==> src/rtl/sync_fifo.sv <==
// Single-clock FIFO with a registered read port and count-decoded full/empty flags.
// Depth need not be a power of two; pointers wrap explicitly at FIFO_DEPTH-1.
module sync_fifo #(
    parameter int FIFO_DEPTH = 8,
    parameter int DATA_WIDTH = 32
) (
    input  logic                  clk,
    input  logic                  rst_n,
    input  logic                  wr_en,
    input  logic                  rd_en,
    input  logic [DATA_WIDTH-1:0] data_in,
    output logic [DATA_WIDTH-1:0] data_out,
    output logic                  empty,
    output logic                  full
);

    localparam int PTR_W = $clog2(FIFO_DEPTH);
    localparam int CNT_W = $clog2(FIFO_DEPTH + 1);
    localparam logic [PTR_W-1:0] LAST_IDX = PTR_W'(FIFO_DEPTH - 1);
    localparam logic [CNT_W-1:0] FULL_CNT = CNT_W'(FIFO_DEPTH);

    logic [DATA_WIDTH-1:0] mem [FIFO_DEPTH];
    logic [PTR_W-1:0]      wr_ptr;
    logic [PTR_W-1:0]      rd_ptr;
    logic [CNT_W-1:0]      count;
    logic                  wr_accept;
    logic                  rd_accept;

    function automatic logic [PTR_W-1:0] ptr_next(input logic [PTR_W-1:0] ptr);
        return (ptr == LAST_IDX) ? '0 : ptr + 1'b1;
    endfunction

    assign empty     = (count == '0);
    assign full      = (count == FULL_CNT);
    // A full FIFO drops the write even when a read frees a slot in the same cycle.
    assign wr_accept = wr_en && !full;
    assign rd_accept = rd_en && !empty;

    // NOTE: storage has no reset; the pointers and count alone define which entries are valid.
    always_ff @(posedge clk) begin
        if (wr_accept) begin
            mem[wr_ptr] <= data_in;
        end
    end

    // NOTE: non-blocking assignments so every register samples pre-edge values.
    always_ff @(posedge clk) begin
        if (rst_n) begin
            wr_ptr   <= '0;
            rd_ptr   <= '0;
            count    <= '0;
            data_out <= '0;
        end else begin
            if (wr_accept) begin
                wr_ptr <= ptr_next(wr_ptr);
            end
            if (rd_accept) begin
                rd_ptr   <= ptr_next(rd_ptr);
                data_out <= mem[rd_ptr];
            end
            case ({wr_accept, rd_accept})
                2'b10:   count <= count + 1'b1;
                2'b01:   count <= count - 1'b1;
                default: count <= count;
            endcase
        end
    end

endmodule

==> config.mk <==
export PLATFORM = sky130hd
export DESIGN_NAME = sync_fifo
export DESIGN_NICKNAME = d
export VERILOG_FILES = /design/src/rtl/sync_fifo.sv
export SDC_FILE = /design/constraint.sdc
export NUM_CORES = 1
export LEC_CHECK = 0
export ABC_AREA = 1
export BUFFER_PORTS_ARGS = -buffer_cell sky130_fd_sc_hd__buf_4
export CORE_MARGIN = 10
export CORE_UTILIZATION = 50
export CTS_CLUSTER_DIAMETER = 60
export CTS_CLUSTER_SIZE = 10
export DETAILED_ROUTE_END_ITERATION = 7
export GPL_TIMING_DRIVEN = 0
export HOLD_SLACK_MARGIN = 0.05
export PLACE_DENSITY = 0.74
export SLEW_MARGIN = 10
export SYNTH_ARGS = -nofsm -noshare
export SYNTH_HDL_FRONTEND = slang
export SYNTH_SLANG_ARGS = --single-unit
==> constraint.sdc <==
create_clock -name clk -period 4.2 [get_ports clk]
set_clock_uncertainty 0.15 [all_clocks]
set_input_delay 0 -clock clk [delete_from_list [all_inputs] [get_ports clk]]
set_output_delay 0 -clock clk [all_outputs]
set_load 0.01 [all_outputs]
# Word-level counts from Yosys, hierarchy flattened
# Memory sizes are Yosys's and may differ from the RTL's. A register that Yosys moved wholly into a read port is not among the register bits.
# Index checks and enable logic that the tools add are counted.
[word_totals]
ff_bits = 10
mem_bits_rw = 256
output_inout_bits = 34
word_cells = 24
mem_count = 1
[op_classes]
n_addsub = 4
eq_ne = 5
mux = 5
reduce_logical = 6
[mem_list]
columns = ["memory", "words", "word_bits", "rd", "rd_ports_with_merged_regs", "wr", "line", "rtl"]
rows = [
  ["mem", 8, 32, 1, 1, 1, "22", "logic [DATA_WIDTH-1:0] mem [FIFO_DEPTH];"],
]
[op_table]
columns = ["op", "n"]
rows = [
  ["one-hot mux 4 bit (2 select lines)", 1],
  ["adder 3 x 1 -> 3 bit (second input constant)", 2],
  ["== test 3 bit (second input constant)", 2],
  ["2-to-1 mux 3 bit", 2],
  ["adder 4 x 1 -> 4 bit (second input constant)", 1],
  ["== test 4 bit (second input constant)", 1],
  ["zero test 4 bit", 1],
  ["subtractor 4 x 1 -> 4 bit (second input constant)", 1],
  ["== test 2 x 1 -> 1 bit (second input constant)", 1],
  ["== test 2 bit (second input constant)", 1],
  ["logical AND 1 bit", 2],
  ["zero test 1 bit", 2],
  ["2-to-1 mux 1 bit", 2],
  ["nonzero test 2 bit", 1],
]

# Longest topological paths before layout
# Gate-level depths: netlist of the first run.
[logic_depth]
ltp_word = 5
depth_mapped = 14
mapped_depth_nobuf = 13

# Least setup slack after synthesis of the first run
# OpenSTA, ideal clock, no wires.
[synth_timing]
path_type = "register to register"
from = "register count[1]"
to = "memory mem[0][0] (enable)"
setup_time_ns = 0.421
arrival_ns = 2.294
setup_slack_ns = 1.335
path_stages_with_launch = 6
path_buffers = 0
period_less_slack_ns = 2.865
path_cell_list = "dfxtp_1 > nor2_1 > nand3_1 > nand2_1 > or2_2 > nor2_1"
[synth_via]
elab_chain_len = 5
[synth_lines]
columns = ["item", "line", "rtl"]
rows = [
  ["from (decl)", "25", "logic [CNT_W-1:0] count;"],
  ["from (signal assigned)", "62", "2'b10: count <= count + 1'b1;"],
  ["from (signal assigned)", "63", "2'b01: count <= count - 1'b1;"],
  ["from (signal assigned)", "64", "default: count <= count;"],
  ["== test 4 bit", "34", "assign full = (count == FULL_CNT);"],
  ["zero test 1 bit", "36", "assign wr_accept = wr_en && !full;"],
  ["logical AND 1 bit", "36", ""],
  ["2-to-1 mux 1 bit", "41", "if (wr_accept) begin"],
  ["2-to-1 mux 1 bit (not written as such)", "42", "mem[wr_ptr] <= data_in;"],
  ["to (decl)", "22", ""],
]
# No other way between the ends.

# Worst setup path in the final report of the first run
[layout_timing]
from = "register count[1]"
to = "register count[3]"
[layout_via]
elab_chain_len = 5
elab_cells_between_ends = 12
classes_between = "add/sub: 2; eq/ne: 3; mux: 1; reduce/logical: 6"
[layout_lines]
columns = ["item", "line", "rtl"]
rows = [
  ["zero test 4 bit *", "33", "assign empty = (count == '0);"],
  ["zero test 1 bit *", "37", "assign rd_accept = rd_en && !empty;"],
  ["logical AND 1 bit *", "37", ""],
  ["via rd_accept", "27", "logic rd_accept;"],
  ["== test 2 x 1 -> 1 bit / == test 2 bit (equally long branches)", "61", "case ({wr_accept, rd_accept})"],
  ["one-hot mux 4 bit (2 select lines) / nonzero test 2 bit (equally long branches)", "--", ""],
]
# The timed path passes the listed nets; every way through them passes the cells marked *.
# A chain may end at the register's enable or synchronous reset.

==> metrics.md, run 1 <==
| Metric | Value |
|---|---|
| Outcome | `finished clean` |
| FMAX | `0.397 GHz` |
| Syn_area_per_cell | `9.76 um^2` |
| CP arrival | `2.80 ns` |
| Worst VDD drop | `368 uV` |
| Routed len/inst | `17.4 um` |
| Hold depth | `3` |
| Num rows | `58` |
| Worst-Margin Slew | `0.908 ns` |
| Crit path required time | `4.48 ns` |
| FF+latch count, synth | `298` |
| Postcts setup bufs | `0` |
| Worst-Skew Late Latency | `0.50 ns` |
| Area of the multi-input gates | `0.00286 mm^2` |
| Initial DRT Pass Iterations | `7` |
| Setup violators final | `0` |
| Setup ws final | `1.68 ns` |
| Vias per cell | `5.03` |
| Initial antenna violation count | `0` |
| Grt met1 use | `24.1%` |
| Synth warn | `0` |
| Sequential cell area fraction in the yosys report | `66.8%` |
| Final Max Tran Viols | `0` |
| Pleak | `6.97 nW` |
| DP HPWL | `20,100 um` |
| Placed cell count | `1,715` |
| Max H-tree Level | `2` |
| Fin. Hold Viols | `0` |
| GR Util met2 | `32.2%` |
| GR Layer Usage met3 | `2.97%` |
| Port bufs | `69` |
| Layout net count | `1,501` |
| Setup tns final | `0 ns` |
| Worst Setup End Kind | `register` |
| CTS-repair resized insts | `0` |
| Antenna viol nets, final | `0` |
| Pre-CTS WS | `1.67 ns` |
| RSZ-0062 raised after global routing | `no` |
| Share of layout cells above drive strength 1 | `11.4%` |
| Worst rel slew slack | `39.4%` |
| Clock transition at path regs | `0.06 ns` |
| Fillers | `1,963` |
| DRC viols | `0` |
| Core ar. | `0.0252 mm^2` |
| GRT Total Usage | `19.3%` |
| CTS root buf | `clkbuf_16` |
| Synth Instances | `1,308` |
| Vias | `9,107` |
| Syn Nets | `1,352` |
| Clock Sinks | `298` |
| Die width | `180 um` |
| I/O Pins | `70` |
| Setup crit start kind | `register` |
| Area grow syn2layout | `20.1%` |
| CTS max path bufs | `3` |
| DRT iter0 DRCs | `899` |
| Initial Utilization | `50.7%` |
| Max_cap viols | `0` |
| CTS Buf Count | `35` |
| Period minus WS final | `2.52 ns` |
| Pwr dens | `601 mW/mm^2` |
| Final Non-Filler Cells | `1,811` |
| Largest net degree at the start of global routing | `24` |
| Min-Delay Path Class | `in2reg` |
| CTS tree | `yes` |
| Die Span Y | `180 um` |
| Crit share post-route | `60.0%` |
| Vias in the first global route | `9,391` |
| N_diodes | `0` |
| Worst reg2reg path depth | `13` |
| First-pass GRT wire length | `49,800 um` |
| Critical path peak fanout | `10` |
| Yosys cell types | `17` |
| Final wirelength | `31,600 um` |
| Worst hold slack | `0.105 ns` |
| WS Path Type | `reg2reg` |
| Die area | `0.0323 mm^2` |
| Grt total ovfl | `0` |
| GR peak layer | `met2` |
| Synth Cell Area | `0.0128 mm^2` |
| Seq. cell area | `0.00853 mm^2` |
| RD Place Congestion | `0.791` |
## cells by family after synthesis
kind of cell,share of synthesized area (%)
XOR/XNOR,0.0686
adder cells (fa/ha/maj),0.843
AO/OA/AOI/OAI,1.92
AND/OR/NAND/NOR,19.1
flip-flops,66.8
buffers and inverters,11.3
## cell usage after synthesis
cell | n | area share (%)
a21oi_1 | 41 | 1.6
buf_1 | 9 | 0.26
buf_2 | 42 | 1.6
buf_4 | 1 | 0.059
clkbuf_1 | 8 | 0.24
dfxtp_1 | 42 | 6.6
edfxtp_1 | 256 | 60
fa_1 | 1 | 0.16
ha_1 | 7 | 0.69
inv_1 | 307 | 9.0
inv_2 | 1 | 0.029
nand2_1 | 372 | 11
nand3_1 | 195 | 7.6
nor2_1 | 15 | 0.44
o21ai_0 | 8 | 0.31
or2_2 | 2 | 0.098
xnor2_1 | 1 | 0.069
## power by group
| group | switching [W] | leakage [nW] | internal, W | total [W] |
|---|---|---|---|---|
| sequential | 0.000125 | 2.67 | 0.00352 | 0.00364 |
| clock | 0.00109 | 0.490 | 0.00164 | 0.00273 |
| combinational | 0.00191 | 3.81 | 0.000934 | 0.00285 |
## area by class of cell
cell class	count	area share (%)
clock buffers	61	6.69
repair buffers	112	6.95
well taps	330	2.69
flip-flops and latches	298	55.6
multi-input cells	642	18.7
inverters	308	7.54
plain buffers	60	1.84
## worst max-delay path, stage by stage (launching register included)
cell,delay (ns)
dfxtp_1,0.38
nor2_1,0.08
nand3_1,0.08
nand2_1,0.11
inv_1,0.18
buf_2,0.29
ha_1,0.27
ha_1,0.28
or2_2,0.32
nand2_1,0.07
nand2_1,0.04
nand2_1,0.06
nand2_1,0.05
a21oi_1,0.10
## final timing paths
kind                                 to  slack, ns             startpoint
setup / recovery  count[3]$_SDFFE_PP0P_       1.68  count[1]$_SDFFE_PP0P_
hold / removal    count[3]$_SDFFE_PP0P_       0.10                  rst_n
setup reg to reg  count[3]$_SDFFE_PP0P_       1.68  count[1]$_SDFFE_PP0P_
hold reg to reg   count[3]$_SDFFE_PP0P_       0.33  count[3]$_SDFFE_PP0P_
## registers in the layout (all words and copies together), names as in the netlist
name / flops
mem: 256
data_out: 32
count: 4
rd_ptr: 3
wr_ptr: 3
## stage by stage
stage	power (W)	cell area [um^2]	util [%]
2_1_floorplan	0.00539	12800	-
5_1_grt	0.00972	15300	60.9
3_5_place_dp	0.00648	14000	55.4
3_3_place_gp	0.00637	13700	54.4
4_1_cts	0.00925	15300	60.9
6_report	0.00922	15300	60.9
## timing repair
item                                   4_1_cts  5_1_grt
hold buffers                                35        0
setup endpoints to repair                    0        0
endpoints found under the hold margin      284        0
## cells in the final DEF, fill, tap and decap left out
master / instances
a21oi_1: 41
buf_1: 9
buf_12: 3
buf_16: 5
buf_2: 42
buf_4: 70
clkbuf_1: 31
clkbuf_16: 37
clkbuf_8: 1
dfxtp_1: 42
dlygate4sd3_1: 35
edfxtp_1: 256
fa_1: 1
ha_1: 7
inv_1: 307
inv_2: 1
nand2_1: 372
nand3_1: 195
nor2_1: 7
nor2_4: 8
o21ai_0: 8
or2_2: 2
xnor2_1: 1
## metal layers
metal	share of wire (%)	vias to the layer above
met5	0	-
met4	3.2	0
met3	9.4	89
met2	48	433
met1	40	4184
li1	-	4401
No activity file was read; power rests on OpenSTA's default activity.
==> inputs of run 2 (changes only) <==
==> constraint.sdc (replaced) <==
create_clock -name clk -period 2.6 [get_ports clk]
set_clock_uncertainty 0.15 [all_clocks]
set_input_delay 0 -clock clk [delete_from_list [all_inputs] [get_ports clk]]
set_output_delay 0 -clock clk [all_outputs]
set_load 0.01 [all_outputs]
==> run 2 against run 1 <==
Worst hold slack got worse by 0.014 ns. First-iteration DRC count decreased by 1.1%. Design area about the same. Sequential share of layout area about the same. Critical path type unchanged. Critical endpoint is now mem[4][8]$_DFFE_PP_. Highest routed layer unchanged.
==> metrics.md, run 2 (synthesized netlist as in run 1, its figures left out) <==
| Metric | Value |
|---|---|
| Largest Register | `mem` |
| Num rows | `58 (unchanged)` |
| CTS max path bufs | `3 (unchanged)` |
| CP arrival | `2.50 ns (-0.30 ns)` |
| Final wirelength | `32,700 um (+3.4%)` |
| Worst Setup End Kind | `register` |
| CTS root buf | `clkbuf_16` |
| Period minus WS final | `2.44 ns (-0.0771 ns)` |
| Highest-count cells in the layout ignoring fill and taps | `372 x nand2_1, 306 x inv_1, 256 x edfxtp_1` |
| Largest net degree at the start of global routing | `23 (-4.2%)` |
| Initial Utilization | `50.7% (unchanged)` |
| Met3 routed WL | `2970 um (about the same)` |
| Crit path required time | `2.65 ns (-1.83 ns)` |
| Uppermost routed layer | `met4` |
| Initial DRT Pass Iterations | `6 (-1)` |
| I/O Pins | `70 (unchanged)` |
| Final Max Tran Viols | `0 (unchanged)` |
| Slowest CP cell | `nor2_4` |
| Antenna viol nets, final | `0 (unchanged)` |
| CTS Buf Count | `35 (unchanged)` |
| Vias | `9,229 (+1.3%)` |
| Port bufs | `69 (unchanged)` |
| DRT iter0 DRCs | `889 (-1.1%)` |
| GRT Total Usage | `19.7% (+0.43 points)` |
| Worst-Skew Late Latency | `0.51 ns (about the same)` |
| Reg power frac | `39.3% (-0.2 points)` |
| Setup violators final | `0 (unchanged)` |
| P_sw | `0.00513 W (+64%)` |
| Fillers | `1,959 (-0.20%)` |
| Worst-path cell chain | `nor2_1, nand3_1, nand2_1, or2_2, nor2_4, buf_16` |
| Crit share post-route | `94.0% (+34 points)` |
| Area of placed instances | `0.0140 mm^2 (unchanged)` |
| CP peak stage delay | `0.55 ns (+0.17 ns)` |
| Cell internal pwr | `0.00983 W (+61%)` |
| Buffers plus inverters on the worst setup path | `1 (-1)` |
| Pwr Total | `0.0150 W (+62%)` |
| Logic pwr share | `31.1% (+0.2 points)` |
| Core ar. | `0.0252 mm^2 (unchanged)` |
| Critical path peak fanout | `17 (+7)` |
| Post-route cell area | `0.0153 mm^2 (about the same)` |
| Clock transition at path regs | `0.06 ns (about the same)` |
| Routed metal-1 wire length | `12,700 um (+1.2%)` |
| Fin. Hold Viols | `0 (unchanged)` |
| Max FFs per register | `256 (unchanged)` |
| Top flop regs | `mem: 256 flops, data_out: 32 flops, count: 4 flops` |
| Vias in the first global route | `9,343 (-0.51%)` |
| DRC viols | `0 (unchanged)` |
| DP HPWL | `20,700 um (+2.7%)` |
| Share of layout cells above drive strength 1 | `11.4% (unchanged)` |
| Die Span Y | `180 um (unchanged)` |
| Setup crit start kind | `register` |
| Outcome | `finished clean` |
| Clock Power Share | `29.6% (about the same)` |
| Grt total ovfl | `0 (unchanged)` |
| WL met2 | `16,000 um (+6.2%)` |
| Min-Delay Path Class | `in2reg` |
| Pleak | `6.96 nW (about the same)` |
| Die area | `0.0323 mm^2 (unchanged)` |
| Family with the most delay on the worst path | `simple AND/OR/NAND/NOR gates` |
| Pwr dens | `976 mW/mm^2 (+62%)` |
| Switching share of power | `34.3% (+0.42 points)` |
| First-pass GRT wire length | `50,400 um (+1.2%)` |
| Worst rel slew slack | `43.4% (+3.9 points)` |
| Routed len/inst | `18.0 um (+3.4%)` |
| Clock Sinks | `298 (unchanged)` |
| Initial antenna violation count | `1 (+1)` |
| Layout net count | `1,501 (unchanged)` |
| Die width | `180 um (unchanged)` |
| Max H-tree Level | `2 (unchanged)` |
| Area grow syn2layout | `20.0% (about the same)` |
| Commonest non-fill, non-tap cell in the layout | `nand2_1` |
| Max_cap viols | `0 (unchanged)` |
| Worst-Margin Slew | `0.850 ns (-0.0588 ns)` |
| RSZ-0062 raised after global routing | `no` |
| FMAX | `0.409 GHz (+3.2%)` |
| Worst VDD drop | `626 uV (+70%)` |
| WS Path Type | `reg2reg` |
| CTS tree | `yes` |
| RD Place Congestion | `0.772 (-2.4%)` |
| Vias per cell | `5.09 (+1.3%)` |
==> run 2: cell count changes in the layout (fill, tap and decap cells not counted), sizes merged <==
cell    before  now
clkinv       0    1
diode        0    1
clkbuf      69   68
==> run 2: final timing paths <==
kind / start / endpoint / slack [ns] / cells past startpoint
setup / recovery: count[1]$_SDFFE_PP0P_ / mem[4][8]$_DFFE_PP_ / 0.16 / 6
hold / removal: rst_n / wr_ptr[0]$_SDFFE_PP0P_ / 0.09 / 3
setup reg to reg: count[1]$_SDFFE_PP0P_ / mem[4][8]$_DFFE_PP_ / 0.16 / 6
hold reg to reg: count[3]$_SDFFE_PP0P_ / count[3]$_SDFFE_PP0P_ / 0.35 / 2
==> run 2: stage by stage <==
stage	setup slack (ns)	hold slack [ns]	util [%]	TNS, ns	instances
2_1_floorplan	-0.265	-0.0809	-	-33.96	1308
3_3_place_gp	-1.73	0.0599	54.4	-277.61	1707
3_5_place_dp	0.115	0.0633	55.4	0	1715
4_1_cts	0.105	0.0843	60.9	0	1811
5_1_grt	0.0230	0.105	60.9	0	1812
6_report	0.156	0.0902	60.9	0	1812
==> run 2: cell type report <==
cell class / instances / area [um^2] / area share (%)
antenna: 1 / 2.50 / 0.0163
multi-input combinational: 642 / 2860 / 18.7
clock buffer: 60 / 1010 / 6.60
buffer: 60 / 284 / 1.85
timing repair buffer: 112 / 1070 / 6.95
inverter: 308 / 1160 / 7.54
sequential: 298 / 8530 / 55.6
clock inverter: 1 / 3.75 / 0.0245
tap: 330 / 413 / 2.69
==> run 2: power groups by stage <==
stage               clock network (W)  registers (W)  logic [W]
floorplan                           0        0.00605    0.00265
global placement                    0        0.00598    0.00432
CTS                           0.00443        0.00588    0.00463
finish                        0.00442        0.00588    0.00466
global route                  0.00464        0.00593    0.00513
detailed placement                  0        0.00598    0.00452
==> run 2: routing by layer <==
layer / vias to the layer above / track usage [%]
met5: - / 0
met4: 0 / 7.91
met3: 82 / 3.67
met2: 443 / 33.8
met1: 4291 / 24.0
li1: 4413 / -
==> run 2: worst min-delay path, delay by kind of cell <==
family                 cells  cell delay, ns
buffers and inverters      2            0.66
AO/OA/AOI/OAI              1            0.04
==> run 2: repair_timing <==
action	in CTS	in global routing
gates resized for setup	0	3
endpoints found under the setup margin	0	1
hold endpoints to repair	285	0
hold buffers	35	0
setup buffers	0	0
==> inputs of run 3 (changes only) <==
--- a/config.mk
+++ b/config.mk
@@ -8,13 +8,14 @@
 export ABC_AREA = 1
 export BUFFER_PORTS_ARGS = -buffer_cell sky130_fd_sc_hd__buf_4
 export CORE_MARGIN = 10
-export CORE_UTILIZATION = 50
+export CORE_UTILIZATION = 40
+export CTS_BUF_LIST = sky130_fd_sc_hd__clkbuf_16
 export CTS_CLUSTER_DIAMETER = 60
 export CTS_CLUSTER_SIZE = 10
 export DETAILED_ROUTE_END_ITERATION = 7
 export GPL_TIMING_DRIVEN = 0
 export HOLD_SLACK_MARGIN = 0.05
-export PLACE_DENSITY = 0.74
+export PLACE_DENSITY = 0.63
 export SLEW_MARGIN = 10
 export SYNTH_ARGS = -nofsm -noshare
 export SYNTH_HDL_FRONTEND = slang
==> run 3 against run 2 <==
Via count decreased by 1.5%. Maximum frequency is 1.6% higher. Critical path depth up 1. Clock power about the same. Setup slack gained 0.039 ns. Count of clock-buffer cells in the layout fell by 22. Largest power group unchanged. Flip-flop and latch count unchanged. Sequential power about the same. Register-to-register slack improved by 0.04 ns. Worst hold slack worse by 0.0086 ns. Combinational power hardly changed.
==> metrics.md, run 3 (synthesized netlist as in run 1, its figures left out) <==
| Metric | Value |
|---|---|
| Min-Delay Path Class | `in2reg` |
| Area grow syn2layout | `21.6%` |
| Antenna viol nets, final | `0 (unchanged)` |
| Share of layout cells above drive strength 1 | `12.0% (+0.63 points)` |
| Highest-count cells in the layout ignoring fill and taps | `371 x nand2_1, 328 x inv_1, 256 x edfxtp_1` |
| WS Path Type | `reg2reg` |
| Setup ws final | `0.196 ns (+0.0393 ns)` |
| Die Span Y | `199 um (+10%)` |
| Pre-CTS WS | `0.00555 ns (-0.110 ns)` |
| Initial antenna violation count | `3 (+2)` |
| Outcome | `finished clean` |
| Fillers | `2,808 (+43%)` |
| I/O Pins | `70 (unchanged)` |
| RSZ-0062 raised after global routing | `no` |
| Vias per cell | `4.81 (-5.6%)` |
| CTS max path bufs | `3 (unchanged)` |
| Port bufs | `69 (unchanged)` |
| Max_cap viols | `0 (unchanged)` |
| Commonest non-fill, non-tap cell in the layout | `nand2_1` |
| Largest net degree at the start of global routing | `21 (-8.7%)` |
| Crit path required time | `2.65 ns (about the same)` |
| Initial DRT Pass Iterations | `5 (-1)` |
| Worst reg2reg path depth | `7 (+1)` |
| Vias in the first global route | `9,045 (-3.2%)` |
| DP HPWL | `21,100 um (+2.0%)` |
| Worst Setup End Kind | `register` |
| Worst VDD drop | `550 uV (-12%)` |
| Core ar. | `0.0316 mm^2 (+25%)` |
| CP arrival | `2.45 ns (-0.05 ns)` |
| Grt total ovfl | `0 (unchanged)` |
| Initial Utilization | `40.5% (-10 points)` |
| Most frequent CP cell | `nand2_1` |
| Pwr dens | `965 mW/mm^2 (-1.1%)` |
| Max H-tree Level | `2 (unchanged)` |
| GRT Total Usage | `16.9% (-2.8 points)` |
| Final wirelength | `33,100 um (+1.5%)` |
| FMAX | `0.416 GHz (+1.6%)` |
| CP peak stage delay | `0.60 ns (+0.05 ns)` |
| Setup tns final | `0 ns (unchanged)` |
| Routed len/inst | `17.5 um (-2.8%)` |
| Num rows | `65 (+12%)` |
| Hold depth | `3 (unchanged)` |
| Die area | `0.0395 mm^2 (+22%)` |
| RD Place Congestion | `0.769 (-0.36%)` |
| Slowest CP cell | `nor2_4` |
| Layout net count | `1,507 (+0.40%)` |
| Period minus WS final | `2.40 ns (-0.0393 ns)` |
| Pleak | `7.10 nW (+1.9%)` |
| Setup crit start kind | `register` |
| Worst-Margin Slew | `1.04 ns (+0.188 ns)` |
| CTS tree | `yes` |
| Fin. Hold Viols | `0 (unchanged)` |
| Worst-Skew Late Latency | `0.51 ns (about the same)` |
| Placed cell count | `1,787 (+4.2%)` |
| First-pass GRT wire length | `50,700 um (+0.46%)` |
| DRC viols | `0 (unchanged)` |
| Top flop regs | `mem: 256 flops, data_out: 32 flops, count: 4 flops` |
| CTS Buf Count | `36 (+2.9%)` |
| Vias | `9,091 (-1.5%)` |
| Crit share post-route | `92.5% (-1.5 points)` |
| Die width | `199 um (+10%)` |
| DRT iter0 DRCs | `779 (-12%)` |
| Clock transition at path regs | `0.05 ns (about the same)` |
| Worst-path cell chain | `nor2_2, nand3_1, nand2_1, inv_1, nand2_1, nor2_4, buf_16` |
| Setup violators final | `0 (unchanged)` |
| Clock Sinks | `298 (unchanged)` |
| Max FFs per register | `256 (unchanged)` |
| Largest Register | `mem` |
| Final Max Tran Viols | `0 (unchanged)` |
| Worst rel slew slack | `30.8% (-13 points)` |
| Final Non-Filler Cells | `1,891 (+4.4%)` |
| CTS root buf | `clkbuf_16` |
| Critical path peak fanout | `18 (+1)` |
[run 3: repair_timing]
action,in CTS,in global routing
setup buffers,0,3
setup endpoints to repair,1,29
pin swaps,0,2
hold buffers,36,0
gates resized for setup,1,6
hold endpoints to repair,282,0
gates cloned,0,1
[run 3: power breakdown]
part           switching, W  internal (W)  total (W)  leakage, nW
registers          0.000199       0.00569    0.00589         2.67
clock network       0.00182       0.00261    0.00442        0.590
logic               0.00314       0.00154    0.00468         3.84
total               0.00516       0.00983     0.0150         7.10
[run 3: layout make-up]
type                       instances  area, um^2  area share [%]
tap                              402         503            3.24
inverter                         308        1160            7.45
clock inverter                    24        95.1           0.613
clock buffer                      38         951            6.13
buffer                            60         288            1.85
multi-input combinational        643        2880            18.5
timing repair buffer             116        1120            7.21
antenna                            2        5.00          0.0322
sequential                       298        8530            54.9
[run 3: final timing paths]
check                                      startpoint                      to  slack [ns]
worst max register to register  count[1]$_SDFFE_PP0P_    mem[1][10]$_DFFE_PP_        0.20
worst min register to register  count[3]$_SDFFE_PP0P_   count[3]$_SDFFE_PP0P_        0.36
worst max-delay path            count[1]$_SDFFE_PP0P_    mem[1][10]$_DFFE_PP_        0.20
worst min-delay path                            rst_n  wr_ptr[0]$_SDFFE_PP0P_        0.08
[run 3: worst max-delay path: cells and delay by family, from the launching register on]
family,cells,cell delay (ns)
buf+inv,2,0.38
flops,1,0.39
simple gates,5,1.14
[run 3: metal layers]
| layer | vias to the layer above | GRT usage (%) | share of wire [%] |
|---|---|---|---|
| met5 | - | 0 | 0.027 |
| li1 | 4427 | - | - |
| met2 | 324 | 28.5 | 48 |
| met1 | 4282 | 21.0 | 41 |
| met3 | 56 | 3.84 | 8.6 |
| met4 | 2 | 5.31 | 2.4 |
[run 3: stage by stage]
step / hold slack, ns / utilization (%) / total power [W] / instance area, um^2
floorplan: -0.0809 / - / 0.00870 / 12800
global placement: 0.0550 / 43.7 / 0.0104 / 13800
detailed placement: 0.0594 / 44.5 / 0.0106 / 14100
CTS: 0.0787 / 49.0 / 0.0150 / 15500
global route: 0.109 / 49.2 / 0.0159 / 15500
finish: 0.0817 / 49.2 / 0.0150 / 15500
